File: src/rtl/serial_subtractor.sv
// Bit-serial unsigned subtractor: diff = a - b over WIDTH cycles, LSB first, valid/ready on both sides.
// Optional macro SUB_OVERFLOW_EN adds the signed-overflow output ovf.
//
// state    | meaning
// ---------+-----------------------------------------------------------
// ST_IDLE  | waiting for operands, in_ready high
// ST_SHIFT | one result bit per cycle, WIDTH cycles, inputs ignored
// ST_DONE  | result presented with out_valid, held until out_ready
module serial_subtractor #(
    parameter int WIDTH = 8
) (
    input  logic             clk,
    input  logic             rst_n,
    input  logic             in_valid,
    output logic             in_ready,
    input  logic [WIDTH-1:0] a,
    input  logic [WIDTH-1:0] b,
    output logic             out_valid,
    input  logic             out_ready,
    output logic [WIDTH-1:0] diff,
    output logic             bout,
    output logic             busy
`ifdef SUB_OVERFLOW_EN
    ,
    output logic             ovf
`endif
);

    localparam int CW = $clog2(WIDTH + 1);
    localparam logic [CW-1:0] CNT_LAST = CW'(WIDTH - 1);

    typedef enum logic [1:0] {
        ST_IDLE  = 2'd0,
        ST_SHIFT = 2'd1,
        ST_DONE  = 2'd2
    } state_t;

    state_t           state_q, state_d;
    logic [WIDTH-1:0] opa_q, opa_d;
    logic [WIDTH-1:0] opb_q, opb_d;
    logic [WIDTH-1:0] diff_q, diff_d;
    logic [CW-1:0]    cnt_q, cnt_d;
    logic             br_q, br_d;
    logic             bout_q, bout_d;

    logic             a0, b0;
    logic             hs_d, hs_b;
    logic             d_bit, br_nxt;
    logic             last_bit;
    logic [WIDTH-1:0] d_ext;

    // Full subtractor built from two half subtractors: (a0 - b0) then (that - br_q).
    always_comb begin
        a0       = opa_q[0];
        b0       = opb_q[0];
        hs_d     = a0 ^ b0;
        hs_b     = ~a0 & b0;
        d_bit    = hs_d ^ br_q;
        br_nxt   = hs_b | (~hs_d & br_q);
        d_ext    = WIDTH'(d_bit);
        last_bit = (cnt_q == CNT_LAST);
    end

    // State register
    always_ff @(posedge clk or negedge rst_n) begin
        if (!rst_n) begin
            state_q <= ST_IDLE;
        end else begin
            state_q <= state_d;
        end
    end

    // Next-state logic
    always_comb begin
        state_d = state_q;
        case (state_q)
            ST_IDLE:  if (in_valid)  state_d = ST_SHIFT;
            ST_SHIFT: if (last_bit)  state_d = ST_DONE;
            ST_DONE:  if (out_ready) state_d = ST_IDLE;
            default:                 state_d = ST_IDLE;
        endcase
    end

    // Output logic
    always_comb begin
        in_ready  = (state_q == ST_IDLE);
        out_valid = (state_q == ST_DONE);
        busy      = (state_q != ST_IDLE);
        diff      = diff_q;
        bout      = bout_q;
    end

    // The minuend register doubles as the result register: result bits enter at the
    // MSB as operand bits leave at the LSB. diff/bout get their own copy so they stay
    // put while the next operation is shifting.
    always_comb begin
        opa_d  = opa_q;
        opb_d  = opb_q;
        cnt_d  = cnt_q;
        br_d   = br_q;
        diff_d = diff_q;
        bout_d = bout_q;
        case (state_q)
            ST_IDLE: begin
                if (in_valid) begin
                    opa_d = a;
                    opb_d = b;
                    cnt_d = '0;
                    br_d  = 1'b0;
                end
            end
            ST_SHIFT: begin
                opa_d = (opa_q >> 1) | (d_ext << (WIDTH - 1));
                opb_d = opb_q >> 1;
                br_d  = br_nxt;
                cnt_d = cnt_q + 1'b1;
                if (last_bit) begin
                    diff_d = opa_d;
                    bout_d = br_nxt;
                end
            end
            default: ;
        endcase
    end

    always_ff @(posedge clk or negedge rst_n) begin
        if (!rst_n) begin
            opa_q  <= '0;
            opb_q  <= '0;
            diff_q <= '0;
            cnt_q  <= '0;
            br_q   <= 1'b0;
            bout_q <= 1'b0;
        end else begin
            opa_q  <= opa_d;
            opb_q  <= opb_d;
            diff_q <= diff_d;
            cnt_q  <= cnt_d;
            br_q   <= br_d;
            bout_q <= bout_d;
        end
    end

`ifdef SUB_OVERFLOW_EN
    logic ovf_q, ovf_d;

    // Signed overflow: borrow into the MSB differs from borrow out of it.
    always_comb begin
        ovf_d = ovf_q;
        if (state_q == ST_SHIFT && last_bit) begin
            ovf_d = br_q ^ br_nxt;
        end
    end

    always_ff @(posedge clk or negedge rst_n) begin
        if (!rst_n) begin
            ovf_q <= 1'b0;
        end else begin
            ovf_q <= ovf_d;
        end
    end

    assign ovf = ovf_q;
`endif

endmodule
File: config.mk
export PLATFORM = sky130hd
export DESIGN_NAME = serial_subtractor
export DESIGN_NICKNAME = d
export VERILOG_FILES = /design/src/rtl/serial_subtractor.sv
export SDC_FILE = /design/constraint.sdc
export NUM_CORES = 1
export LEC_CHECK = 0
export CAP_MARGIN = 20
export CORE_MARGIN = 3
export CORE_UTILIZATION = 50
export CTS_CLUSTER_DIAMETER = 50
export DETAILED_ROUTE_END_ITERATION = 16
export PLACE_DENSITY = 0.75
export SYNTH_ARGS = -nofsm -noshare
export SYNTH_HDL_FRONTEND = slang
export SYNTH_SLANG_ARGS = --single-unit
export TNS_END_PERCENT = 30
File: constraint.sdc
create_clock -name clk -period 1.6 [get_ports clk]
set_input_delay 0.4 -clock clk [delete_from_list [all_inputs] [get_ports clk]]
set_output_delay 0.4 -clock clk [all_outputs]
set_load 0.005 [all_outputs]
==> run_summary.xml <==
<?xml version="1.0" encoding="UTF-8"?>
<metrics>
  <group name="outcome">
    <metric name="run_status" unit="">finished, final reports clean</metric>
  </group>
  <group name="global_route">
    <metric name="grt_first_pass_wirelength" unit="mm">5.72</metric>
    <metric name="gr-usage-all-layers" unit="%">21.0</metric>
    <metric name="grt-ovfl-total" unit="">0</metric>
    <metric name="antenna_violations_before_repair" unit="">0</metric>
    <metric name="first_global_vias" unit="">1284</metric>
    <metric name="maximum_number_of_pins_on_one_net_before_global_route_repair" unit="">33</metric>
  </group>
  <group name="sta">
    <metric name="fmax" unit="MHz">627</metric>
    <metric name="layout_setup_ws" unit="ps">5.32</metric>
    <metric name="clock-skew-final" unit="ps">6.23</metric>
    <metric name="max_slew_margin" unit="%">74.6</metric>
    <metric name="finalHoldWorstSlack" unit="ps">438</metric>
    <metric name="timing.final.max_slew_violations" unit="">0</metric>
    <metric name="final-hold-violation-count" unit="">0</metric>
    <metric name="finalWorstPathRequiredPeriod" unit="ps">1590</metric>
    <metric name="setup_viol" unit="">0</metric>
    <metric name="worst-slew-pin-transition" unit="ps">380</metric>
    <metric name="timing.final.crit_share" unit="%">99.7</metric>
    <metric name="setup_repair_after_global_routing_missed_its_margin" unit="">yes</metric>
  </group>
  <group name="worst_setup_path">
    <metric name="worstSetupPathType" unit="">reg2out</metric>
    <metric name="timing.critical_path.required" unit="ps">1200</metric>
    <metric name="path_max_fanout" unit="">3</metric>
    <metric name="cp.arrival" unit="ps">1190</metric>
    <metric name="setup_crit_start_kind" unit="">register</metric>
    <metric name="end_kind" unit="">primary output</metric>
  </group>
  <group name="placement">
    <metric name="io_buffers" unit="">31</metric>
    <metric name="dp_worst_setup_slack" unit="ps">-178</metric>
    <metric name="routabilityCongestion" unit="">0.852</metric>
    <metric name="placed_cell_area" unit="µm²">1960</metric>
    <metric name="dp.final_hpwl" unit="mm">2.51</metric>
  </group>
  <group name="synthesis">
    <metric name="postSynthAreaPerCell" unit="µm²">10.7</metric>
    <metric name="synth_seq_area_share" unit="%">52.5</metric>
    <metric name="cells_taking_the_most_area_after_synthesis" unit="">dfrtp_1 (53%), a22oi_1 (7.4%), nor2b_1 (7.0%)</metric>
    <metric name="synth_top_area_share" unit="%">52.5</metric>
    <metric name="synthesis_warnings" unit="">0</metric>
    <metric name="synth_cell_types" unit="">28</metric>
    <metric name="ys_dominant_reg_cell" unit="">dfrtp_1</metric>
    <metric name="ys_top_cells_by_count" unit="">dfrtp_1 (32), nor2b_1 (17), a21oi_1 (16), o21ai_0 (16), a22oi_1 (15)</metric>
    <metric name="synth_seq_cells" unit="">32</metric>
    <metric name="syn_nets" unit="">165</metric>
    <metric name="muxShareOfSynthArea" unit="%">7.31</metric>
    <metric name="synth.cell_area" unit="µm²">1520</metric>
    <metric name="synth_top_family_by_area" unit="">compound AO/OA/AOI/OAI gates</metric>
    <metric name="synthAdderAreaFrac" unit="%">2.13</metric>
    <metric name="post-synth-top-area-cell" unit="">dfrtp_1</metric>
    <metric name="post_synthesis_compound_gate_area_fraction" unit="%">21.8</metric>
    <metric name="xor_and_xnor_fraction_of_the_mapped_netlist_area" unit="%">0</metric>
    <metric name="synthSimpleGateAreaFrac" unit="%">12.2</metric>
    <metric name="syn-instance-count" unit="">143</metric>
    <metric name="ys_async_sr_fraction" unit="%">100</metric>
    <metric name="synthMostInstantiatedCell" unit="">dfrtp_1</metric>
    <metric name="synth-edff-count" unit="">0</metric>
  </group>
  <group name="cts">
    <metric name="clock_insertion_delay_worst_skew" unit="ps">320</metric>
    <metric name="clock_sinks" unit="">32</metric>
    <metric name="root_buf_cell" unit="">clkbuf_4</metric>
    <metric name="cts-root-to-sink-buffers" unit="">2</metric>
    <metric name="cts_max_level" unit="">2</metric>
    <metric name="cts-buffers-inserted" unit="">5</metric>
    <metric name="path_clk_slew" unit="ps">90</metric>
    <metric name="cts_tree" unit="">built</metric>
  </group>
  <group name="floorplanning">
    <metric name="initial_core_utilization" unit="%">53.9</metric>
    <metric name="io-pin-count" unit="">32</metric>
    <metric name="die-area" unit="µm²">3750</metric>
    <metric name="die_h" unit="µm">61.2</metric>
    <metric name="row_count" unit="">19</metric>
    <metric name="floorplan.core_area" unit="µm²">2830</metric>
    <metric name="die_x" unit="µm">61.2</metric>
  </group>
  <group name="power_and_ir_drop">
    <metric name="power.static_leakage" unit="nW">0.999</metric>
    <metric name="fin_total_pwr" unit="mW">3.40</metric>
    <metric name="vdd.ir_drop.worst" unit="V">0.000967</metric>
    <metric name="pwr_density_cell" unit="nW/µm²">1650</metric>
  </group>
  <group name="route">
    <metric name="first_pass_iters" unit="">4</metric>
    <metric name="drt_iter0_drc" unit="">70</metric>
    <metric name="wl" unit="mm">3.50</metric>
    <metric name="num_vias" unit="">1242</metric>
    <metric name="avgRoutedWirePerCell" unit="µm">15.8</metric>
    <metric name="post_drt_via_cell_ratio" unit="">5.59</metric>
    <metric name="ant_nets" unit="">0</metric>
    <metric name="detail_route.drc_violations" unit="">0</metric>
  </group>
  <group name="finish">
    <metric name="post_route_cells_drive_above_1_share" unit="%">21.5</metric>
    <metric name="final_area" unit="µm²">2060</metric>
    <metric name="nets" unit="">212</metric>
    <metric name="area_delta_synth_final" unit="%">35.2</metric>
    <metric name="diodes" unit="">0</metric>
    <metric name="layout.core_utilization" unit="%">72.8</metric>
  </group>
  <group name="hold_path">
    <metric name="min-delay-path-class" unit="">in2async</metric>
  </group>
  <group name="flow_run">
    <metric name="max-cap-violations" unit="">0</metric>
  </group>
</metrics>
-- path summary, 6_finish.rpt --
kind                                                to  slack, ps              startpoint  cells after the start
worst max-delay path                         out_valid          5  state_q[0]$_DFFE_PN0P_                      3
min in group clk                   diff[2]$_DFFE_PN0P_        500     diff[2]$_DFFE_PN0P_                      1
worst max register to register     diff[3]$_DFFE_PN0P_          5  state_q[0]$_DFFE_PN0P_                      7
max in group asynchronous       state_q[0]$_DFFE_PN0P_        970                   rst_n                      2
worst min register to register     diff[2]$_DFFE_PN0P_        500     diff[2]$_DFFE_PN0P_                      1
worst min-delay path              opb_q[4]$_DFFE_PN0P_        440                   rst_n                      2
-- stage by stage --
stage	cells	TNS (ps)
final	222	0
after global routing	222	-433
after CTS	221	-404
after detailed placement	211	-2450
after global placement	211	-1740
after floorplan	143	0
-- per-layer routing --
metal  track usage, %  up-vias  wire length [µm]
met4             8.36        0                32
met2             33.2       38              1750
met3             7.13        4               186
met1             26.4      592              1530
li1                 -      608                 -
met5                0        -                 0
-- report_power, final --
part           switching [mW]  internal (mW)  total (mW)
combinational           0.660          0.824        1.48
clock                   0.250          0.217       0.467
sequential              0.280           1.17        1.45
-- state kept, by name, indices dropped and copies added (netlist names) --
signal,cells
opb_q,8
bout,1
state_q,2
opa_q,8
br_q,1
diff,8
cnt_q,4
-- critical path, cell delays in order (launching register included) --
cell and delay [ps]:
dfrtp_2 420, buf_4 140, and2b_1 200, buf_2 110
-- final cells by class --
cell class                 count  area (µm²)
sequential                    32         802
fill                         197         768
timing repair buffer          49         469
clock buffer                   8        58.8
tap                           31        38.8
multi-input combinational     97         673
inverter                       5        18.8
-- timing repair --
action | 4_1_cts | 5_1_grt
buffers inserted | 2 | 1
pin swaps | 0 | 2
endpoints found under the setup margin | 30 | 21
resized for setup | 18 | 11
hold buffers | 0 | 0
-- cells by family after synthesis --
logic type | after synthesis
AOI/OAI and AO/OA | 55
DFF | 32
and+or+nand+nor | 30
buffers and inverters | 14
muxes | 10
adders and majority gates | 2
-- cell usage in the layout, fill, tap and decap left out, drive strengths merged --
cell type	n
mux2	9
a21oi	16
o311ai	1
nor3	1
clkdlybuf4s50	19
nor2	2
a22oi	15
nor2b	17
fa	1
nand2	5
nand3	2
dfrtp	32
and2b	1
or2	1
a21o	1
o21ai	18
dlymetal6s2s	6
o21bai	1
mux2i	1
buf	21
clkbuf	8
inv	5
dlygate4sd2	3
a2bb2oi	1
a22o	2
ha	1
nand2b	1
Note: power is estimated with default switching activity, not from simulation.
